[src/rtl/request_queue_if.sv]
// Request/grant bundle shared by the two requesters and the request_queue arbiter.
// The arbiter uses the slave view: it samples R0/R1 and drives the registered grants.
interface request_queue_if;
    logic R0;
    logic R1;
    logic G0;
    logic G1;

    modport master (output R0, output R1, input G0, input G1);
    modport slave  (input R0, input R1, output G0, output G1);
endinterface

[src/rtl/request_queue.sv]
// Two-requester arbiter that serves requests in arrival order, with requester 0 winning ties.
// One pending bit remembers a contested requester until it has been served once.
module request_queue (
    input  logic           clock,
    input  logic           reset,
    request_queue_if.slave bus
);

    typedef enum logic [1:0] {
        IDLE   = 2'b00,
        OWN0   = 2'b01,
        OWN1   = 2'b10,
        UNUSED = 2'b11
    } owner_t;

    owner_t owner_q, owner_d;
    logic   pend_q,  pend_d;

    always_ff @(posedge clock or negedge reset) begin
        if (!reset) begin
            owner_q <= IDLE;
            pend_q  <= 1'b0;
        end else begin
            owner_q <= owner_d;
            pend_q  <= pend_d;
        end
    end

    always_comb begin
        owner_d = IDLE;
        pend_d  = 1'b0;
        case (owner_q)
            IDLE: begin
                if (bus.R0) begin
                    owner_d = OWN0;
                    pend_d  = bus.R1;
                end else if (bus.R1) begin
                    owner_d = OWN1;
                end
            end
            // The pending entry is consumed on handoff even if the waiter has since dropped.
            OWN0: begin
                if (pend_q || bus.R1) begin
                    owner_d = OWN1;
                    pend_d  = bus.R0;
                end else if (bus.R0) begin
                    owner_d = OWN0;
                end
            end
            OWN1: begin
                if (pend_q || bus.R0) begin
                    owner_d = OWN0;
                    pend_d  = bus.R1;
                end else if (bus.R1) begin
                    owner_d = OWN1;
                end
            end
            default: begin
                owner_d = IDLE;
                pend_d  = 1'b0;
            end
        endcase
    end

    // Grants decode straight from the state register, so the unused encoding reads as no grant.
    assign bus.G0 = (owner_q == OWN0);
    assign bus.G1 = (owner_q == OWN1);

endmodule

[src/flat_wrapper.sv]
// flat-port wrapper written by rule: the top's interface ports become plain ports
module request_queue_flat 
  (clock, reset, bus_R0, bus_R1, bus_G0, bus_G1);
  request_queue_if bus_i ();
  input  logic clock;
  input  logic reset;
  input wire logic [$bits(bus_i.R0)-1:0] bus_R0;
  input wire logic [$bits(bus_i.R1)-1:0] bus_R1;
  output wire logic [$bits(bus_i.G0)-1:0] bus_G0;
  output wire logic [$bits(bus_i.G1)-1:0] bus_G1;
  assign bus_i.R0 = bus_R0;
  assign bus_i.R1 = bus_R1;
  assign bus_G0 = bus_i.G0;
  assign bus_G1 = bus_i.G1;
  request_queue u_core (.clock(clock), .reset(reset), .bus(bus_i));
endmodule
[config.mk]
export PLATFORM = sky130hd
export DESIGN_NAME = request_queue_flat
export DESIGN_NICKNAME = d
export VERILOG_FILES = /design/src/rtl/request_queue_if.sv /design/src/rtl/request_queue.sv /design/src/flat_wrapper.sv
export SDC_FILE = /design/constraint.sdc
export NUM_CORES = 1
export LEC_CHECK = 0
export CAP_MARGIN = 20
export CORE_AREA = 3 3 40 42
export DETAILED_ROUTE_END_ITERATION = 8
export DIE_AREA = 0 0 43 45
export DONT_BUFFER_PORTS = 1
export PLACE_DENSITY = 0.3
export SETUP_SLACK_MARGIN = 0.2
export SYNTH_ARGS = -nofsm -noshare
export SYNTH_HDL_FRONTEND = slang
export SYNTH_SLANG_ARGS = --single-unit
[constraint.sdc]
create_clock -name clock -period 3 [get_ports clock]
set_clock_uncertainty 0.15 [all_clocks]
set_input_delay 0.6 -clock clock [delete_from_list [all_inputs] [get_ports clock]]
set_output_delay 0.6 -clock clock [all_outputs]
set_load 0.01 [all_outputs]
==> results.txt, run 1 <==
Syn Std Cell Area -> 184 um2
PortBufs -> 0
Setup WS pre-CTS -> 1.52 ns
Endpoint, Worst Hold -> u_core.owner_q[1]
overall routed net length -> 374 um
grt ovf -> 0
Cells after Synth -> 17
n_diodes -> 0
via count -> 166
number of global-route vias before repair -> 160
setup ws final -> 1.28 ns
reg2reg setup slack -> 1.85 ns
cts bufs inserted -> 3
#FFs+latches synth -> 3
WL per Instance -> 10.1 um
Synth Area in Compound Gates -> 0.259
area share of the largest cell type after synthesis -> 0.408
internal cell power -> 0.116 mW
Die Y-Extent -> 45 um
FF-to-FF Start -> u_core.owner_q[1]
worst-margin pin slew -> 0.250 ns
VDD IR max -> 82.6 uV
Rows -> 13
Critical Path RT -> 2.25 ns
worst-path fanout max -> 9
number of DRC markers in iteration 0 -> 1
antenna violations before repair -> 0
share of cells above drive strength 1 -> 0.227
slowest CP cell -> dfrtp_1
Hold Crit Class -> in2reg
Post-Syn Nets -> 21
Area Growth Syn to Fin -> 29.9%
largest net degree at the start of global routing -> 10
simple-gate share of the synthesized area -> 0.313
Final Setup Violations -> 0
Pwr Total -> 0.162 mW
worst-path cell chain -> nor2b_1
mean area per synthesized cell -> 10.8 um2
Yosys cell types -> 13
drt first pass iters -> 2
FMAX -> 582 MHz
max-cap viol count -> 0
die width -> 43 um
reg2reg end -> u_core.owner_q[0]
sequential share of the synthesized area -> 0.408
gr usage total -> 0.0483
Floorplan Core Area -> 1280 um2
Period minus WS final -> 1.72 ns
Final period util -> 0.572
outcome -> finished, final reports clean
startpoint types -> flop
Slew Limit Fails -> 0
Synth Warn # -> 0
CTS HTree Levels -> 1
detailed placement HPWL -> 287 um
CTS tree -> done
gp weighted congestion -> 0.657
Post-CTS Setup Inserts -> 0
part of the power in registers -> 0.385
Sink Count -> 3
NumNets Final -> 27
max incr delay on CP -> 0.47 ns
hold depth -> 1
post-synthesis mux area share -> 0
arrival time worst endpoint -> 0.97 ns
clk_lat worst skew -> 0.23 ns
Slew HR -> 0.834
setup TNS -> 0 ns
combinational share of power -> 0.181
Max clock buf depth -> 2
Adder-Cell Fraction of Synth Area -> 0
R2R depth -> 2
Root Buffer -> clkbuf_4
switching pwr -> 0.0468 mW
main combinational cell family by area after synthesis -> simple AND/OR/NAND/NOR gates
DRC viols -> 0
Setup Crit Path Kind -> reg2out
leakage -> 0.0919 nW
CTS clk-pin slew, worst paths -> 0.04 ns
Sw Ratio -> 0.288
Buffers & Inverters on Critical Path -> 0
Final Hold Viols -> 0
Power Density -> 679 nW/um2
worst hold path startpoint -> bus_R0
Routed Antenna Nets -> 0
# IOs -> 6
global-route wire length before repair -> 641 um
Setup crit end kind -> output pin
die area -> 1940 um2
Synth area leader -> dfrtp_1
largest delay contributor family on the critical path -> flip-flops
clock network power share -> 0.434
Synth Area in XOR/XNOR -> 0
vias per cell -> 4.49
Initial Utilization -> 0.143
RSZ-0062 raised after global routing -> no
dominant cells by area after synthesis -> dfrtp_1 41%, nand4b_1 9.5%, o311ai_2 8.8%, nand3b_1 8.2%, a22o_1 4.8%
-- routing by layer --
layer | vias up | track usage | part of all wire
met5 | - | 0 | 0
met4 | 0 | 0.0723 | 0.037
met3 | 2 | 0.0199 | 0.13
met2 | 7 | 0.0659 | 0.46
met1 | 81 | 0.0459 | 0.37
li1 | 76 | - | -
-- synth_stat cells (all sizes together) --
library cell	instances
a22o	1
nand4b	2
o211ai	1
dfrtp	3
nand3b	2
inv	1
o21a	1
o311ai	1
nand2	1
nor2b	2
o31ai	1
and2	1
-- layout by cell type, fill, tap and decap left out, types with 2 or more instances in the layout --
master / netlist / layout
dfrtp_1: 3 / 3
nand4b_1: 2 / 2
nand3b_1: 2 / 2
clkbuf_4: 0 / 3
-- kinds of logic after synthesis --
group | after synthesis
and+or+nand+nor | 8
AOI/OAI and AO/OA | 5
DFF | 3
buffers and inverters | 1
-- worst reg2reg max path: stages, from the launching register on --
cell and delay (ns):
dfrtp_1 0.45, nor2b_2 0.22, a22o_1 0.23
-- worst max-delay path by stage --
stage	startpoint	endpoint	slack, ns	depth (start not counted)
floorplan	u_core.owner_q[0]	bus_G0	1.59	1
global placement	u_core.owner_q[0]	bus_G0	1.51	1
detailed placement	u_core.owner_q[1]	bus_G1	1.52	1
CTS	u_core.owner_q[0]	bus_G0	1.27	1
global route	u_core.owner_q[0]	bus_G0	1.22	1
finish	u_core.owner_q[0]	bus_G0	1.28	1
-- power groups by stage --
stage               sequential, mW  combinational (mW)  clock (mW)
floorplan                   0.0588              0.0262           0
global placement            0.0630              0.0289           0
detailed placement          0.0632              0.0284           0
CTS                         0.0626              0.0301      0.0744
global route                0.0652              0.0326      0.0777
finish                      0.0626              0.0294      0.0704
-- what timing repair did --
item,CTS,global route
endpoints found under the hold margin,3,0
gates resized for setup,0,0
hold buffers,1,0
endpoints found under the setup margin,0,0
-- flip-flops by register name, indices dropped and copies added, names as in the netlist --
register and cells:
u_core.owner_q 2, u_core.pend_q 1
-- stage by stage --
| step | util | std cells | instance area [um2] | hold slack, ns |
|---|---|---|---|---|
| after floorplan | - | 17 | 184 | 0.154 |
| after global placement | 0.158 | 32 | 203 | 0.154 |
| after detailed placement | 0.158 | 32 | 203 | 0.155 |
| after CTS | 0.186 | 37 | 239 | 0.340 |
| after global routing | 0.186 | 37 | 239 | 0.344 |
| final | 0.186 | 37 | 239 | 0.347 |
-- area by class of cell --
cell class              instances  area [um2]
inverters                       1        3.75
multi-input cells              13         105
fillers                       144        1050
flip-flops and latches          3        75.1
clock buffers                   4        26.3
well taps                      15        18.8
repair buffers                  1        10.0
Note: power is estimated with default switching activity, not from simulation.
==> run 2: changes to the inputs <==
- clock period: 3 -> 1.44 ns (I/O delays scaled with it)
==> run 2 against run 1 <==
  * Combinational power grew to 3.5 times the previous value
  * Design area grew 13%
  * Register-to-register slack got worse by 1.6 ns
  * First-iteration DRC count fell by 100%
  * Clock-buffer cell count stayed put
  * Via count down 4.8%
  * Power rose by 130%
  * Highest routed layer is now met3
==> results.txt, run 2 (synthesized netlist as in run 1, its figures left out) <==
outcome -> finished, final reports clean
setup TNS -> 0 ns (unchanged)
CTS tree -> done
global-route wire length before repair -> 745 um (+16%)
Routed Antenna Nets -> 0 (unchanged)
Pwr Total -> 0.377 mW (+130%)
CTS clk-pin slew, worst paths -> 0.04 ns (about the same)
routed wl met3 -> 56 um (+19%)
Util after Layout -> 0.209 (+0.0234)
Sink Count -> 3 (unchanged)
grt ovf -> 0 (unchanged)
VDD IR max -> 186 uV (+130%)
Power Density -> 1400 nW/um2 (+110%)
FMAX -> 796 MHz
clk_lat worst skew -> 0.23 ns (about the same)
leakage -> 0.107 nW (+16%)
gp weighted congestion -> 0.598 (-8.9%)
overall routed net length -> 418 um (+12%)
Period minus WS final -> 1.26 ns
Setup crit end kind -> output pin
Non-Filler Instances -> 39 (+5.4%)
Slew HR -> 0.865 (+0.0317)
R2R depth -> 3 (+1)
# IOs -> 6 (unchanged)
hold depth -> 1 (unchanged)
DRC viols -> 0 (unchanged)
slowest CP cell -> dfrtp_2
PortBufs -> 0 (unchanged)
number of DRC markers in iteration 0 -> 0 (-1)
dpl cells -> 32 (unchanged)
RSZ-0062 raised after global routing -> yes
max-cap viol count -> 0 (unchanged)
vias per cell -> 4.05 (-9.7%)
antenna violations before repair -> 0 (unchanged)
Final Hold Viols -> 0 (unchanged)
Hold Crit Class -> in2reg
Floorplan Core Area -> 1280 um2 (unchanged)
max incr delay on CP -> 0.43 ns (-0.04 ns)
NumNets Final -> 29 (+7.4%)
Buffers & Inverters on Critical Path -> 0 (unchanged)
Max clock buf depth -> 2 (unchanged)
Root Buffer -> clkbuf_4
worst-path cell chain -> nor2b_4
top sig layer -> met3
Initial Utilization -> 0.143 (unchanged)
drt first pass iters -> 1 (-1)
Largest regs -> u_core.owner_q x2, u_core.pend_q x1
Setup WS pre-CTS -> 0.255 ns (-1.27 ns)
setup ws final -> 0.184 ns (-1.10 ns)
Setup Crit Path Kind -> reg2out
area occupied by multi-input gates -> 118 um2 (+12%)
most flop-heavy register -> u_core.owner_q
WL per Instance -> 10.7 um (+6.0%)
Slew Limit Fails -> 0 (unchanged)
arrival time worst endpoint -> 0.82 ns (-0.15 ns)
max reg flops -> 2 (unchanged)
Filler cells -> 142 (-1.4%)
most common cell after layout, fill and taps aside -> clkbuf_4
Rows -> 13 (unchanged)
wire length on met1 -> 182 um (+32%)
CTS HTree Levels -> 1 (unchanged)
gr usage total -> 0.0575 (+0.00921)
Area Growth Syn to Fin -> 46.3%
detailed placement HPWL -> 284 um (-0.94%)
die area -> 1940 um2 (unchanged)
worst-margin pin slew -> 0.202 ns (-0.0479 ns)
number of global-route vias before repair -> 153 (-4.4%)
die width -> 43 um (unchanged)
Final period util -> 0.872
share of cells above drive strength 1 -> 0.417 (+0.189)
via count -> 158 (-4.8%)
largest delay contributor family on the critical path -> flip-flops
worst-path fanout max -> 3 (-6)
Critical Path RT -> 1.00 ns (-1.25 ns)
largest net degree at the start of global routing -> 8 (-2)
Final Setup Violations -> 0 (unchanged)
Levels on crit path -> 1 (unchanged)
n_diodes -> 0 (unchanged)
cts bufs inserted -> 3 (unchanged)
met2 WL post-DR -> 180 um (+4.7%)
startpoint types -> flop
Register Area -> 77.6 um2 (+3.3%)
Die Y-Extent -> 45 um (unchanged)
run 2: routing by layer:
| metal | vias up | global-route usage |
|---|---|---|
| met5 | - | 0 |
| met4 | 0 | 0.0542 |
| met3 | 0 | 0.0598 |
| met2 | 5 | 0.0689 |
| met1 | 73 | 0.0533 |
| li1 | 80 | - |
run 2: layout make-up:
cell class / count / area share
multi-input combinational: 13 / 0.437
clock buffer: 4 / 0.0977
inverter: 1 / 0.0140
tap: 15 / 0.0698
sequential: 3 / 0.288
timing repair buffer: 3 / 0.0930
run 2: timing repair:
item / CTS / global route
setup endpoints to repair: 2 / 3
setup buffers: 2 / 0
endpoints found under the hold margin: 3 / 0
resized for setup: 5 / 0
cloned: 0 / 0
hold buffers: 1 / 0
run 2: final timing paths:
kind	endpoint	start	slack (ns)
min in group asynchronous	u_core.pend_q	reset	0.16
max in group asynchronous	u_core.owner_q[1]	reset	0.81
min reg2reg	u_core.owner_q[0]	u_core.pend_q	0.46
min	u_core.owner_q[1]	bus_R0	0.03
max reg2reg	u_core.owner_q[1]	u_core.owner_q[0]	0.22
max	bus_G1	u_core.owner_q[0]	0.18
run 2: metrics by stage:
step	instance area, um2	hold slack (ns)
2_1_floorplan	184	-0.158
3_3_place_gp	203	-0.158
3_5_place_dp	203	-0.157
4_1_cts	269	0.0257
5_1_grt	269	0.0189
6_report	269	0.0307
run 2: power by group:
| part | total, mW | switching [mW] | internal [mW] |
|---|---|---|---|
| Sequential | 0.124 | 0.0215 | 0.102 |
| Clock | 0.149 | 0.0454 | 0.104 |
| Combinational | 0.103 | 0.0425 | 0.0609 |
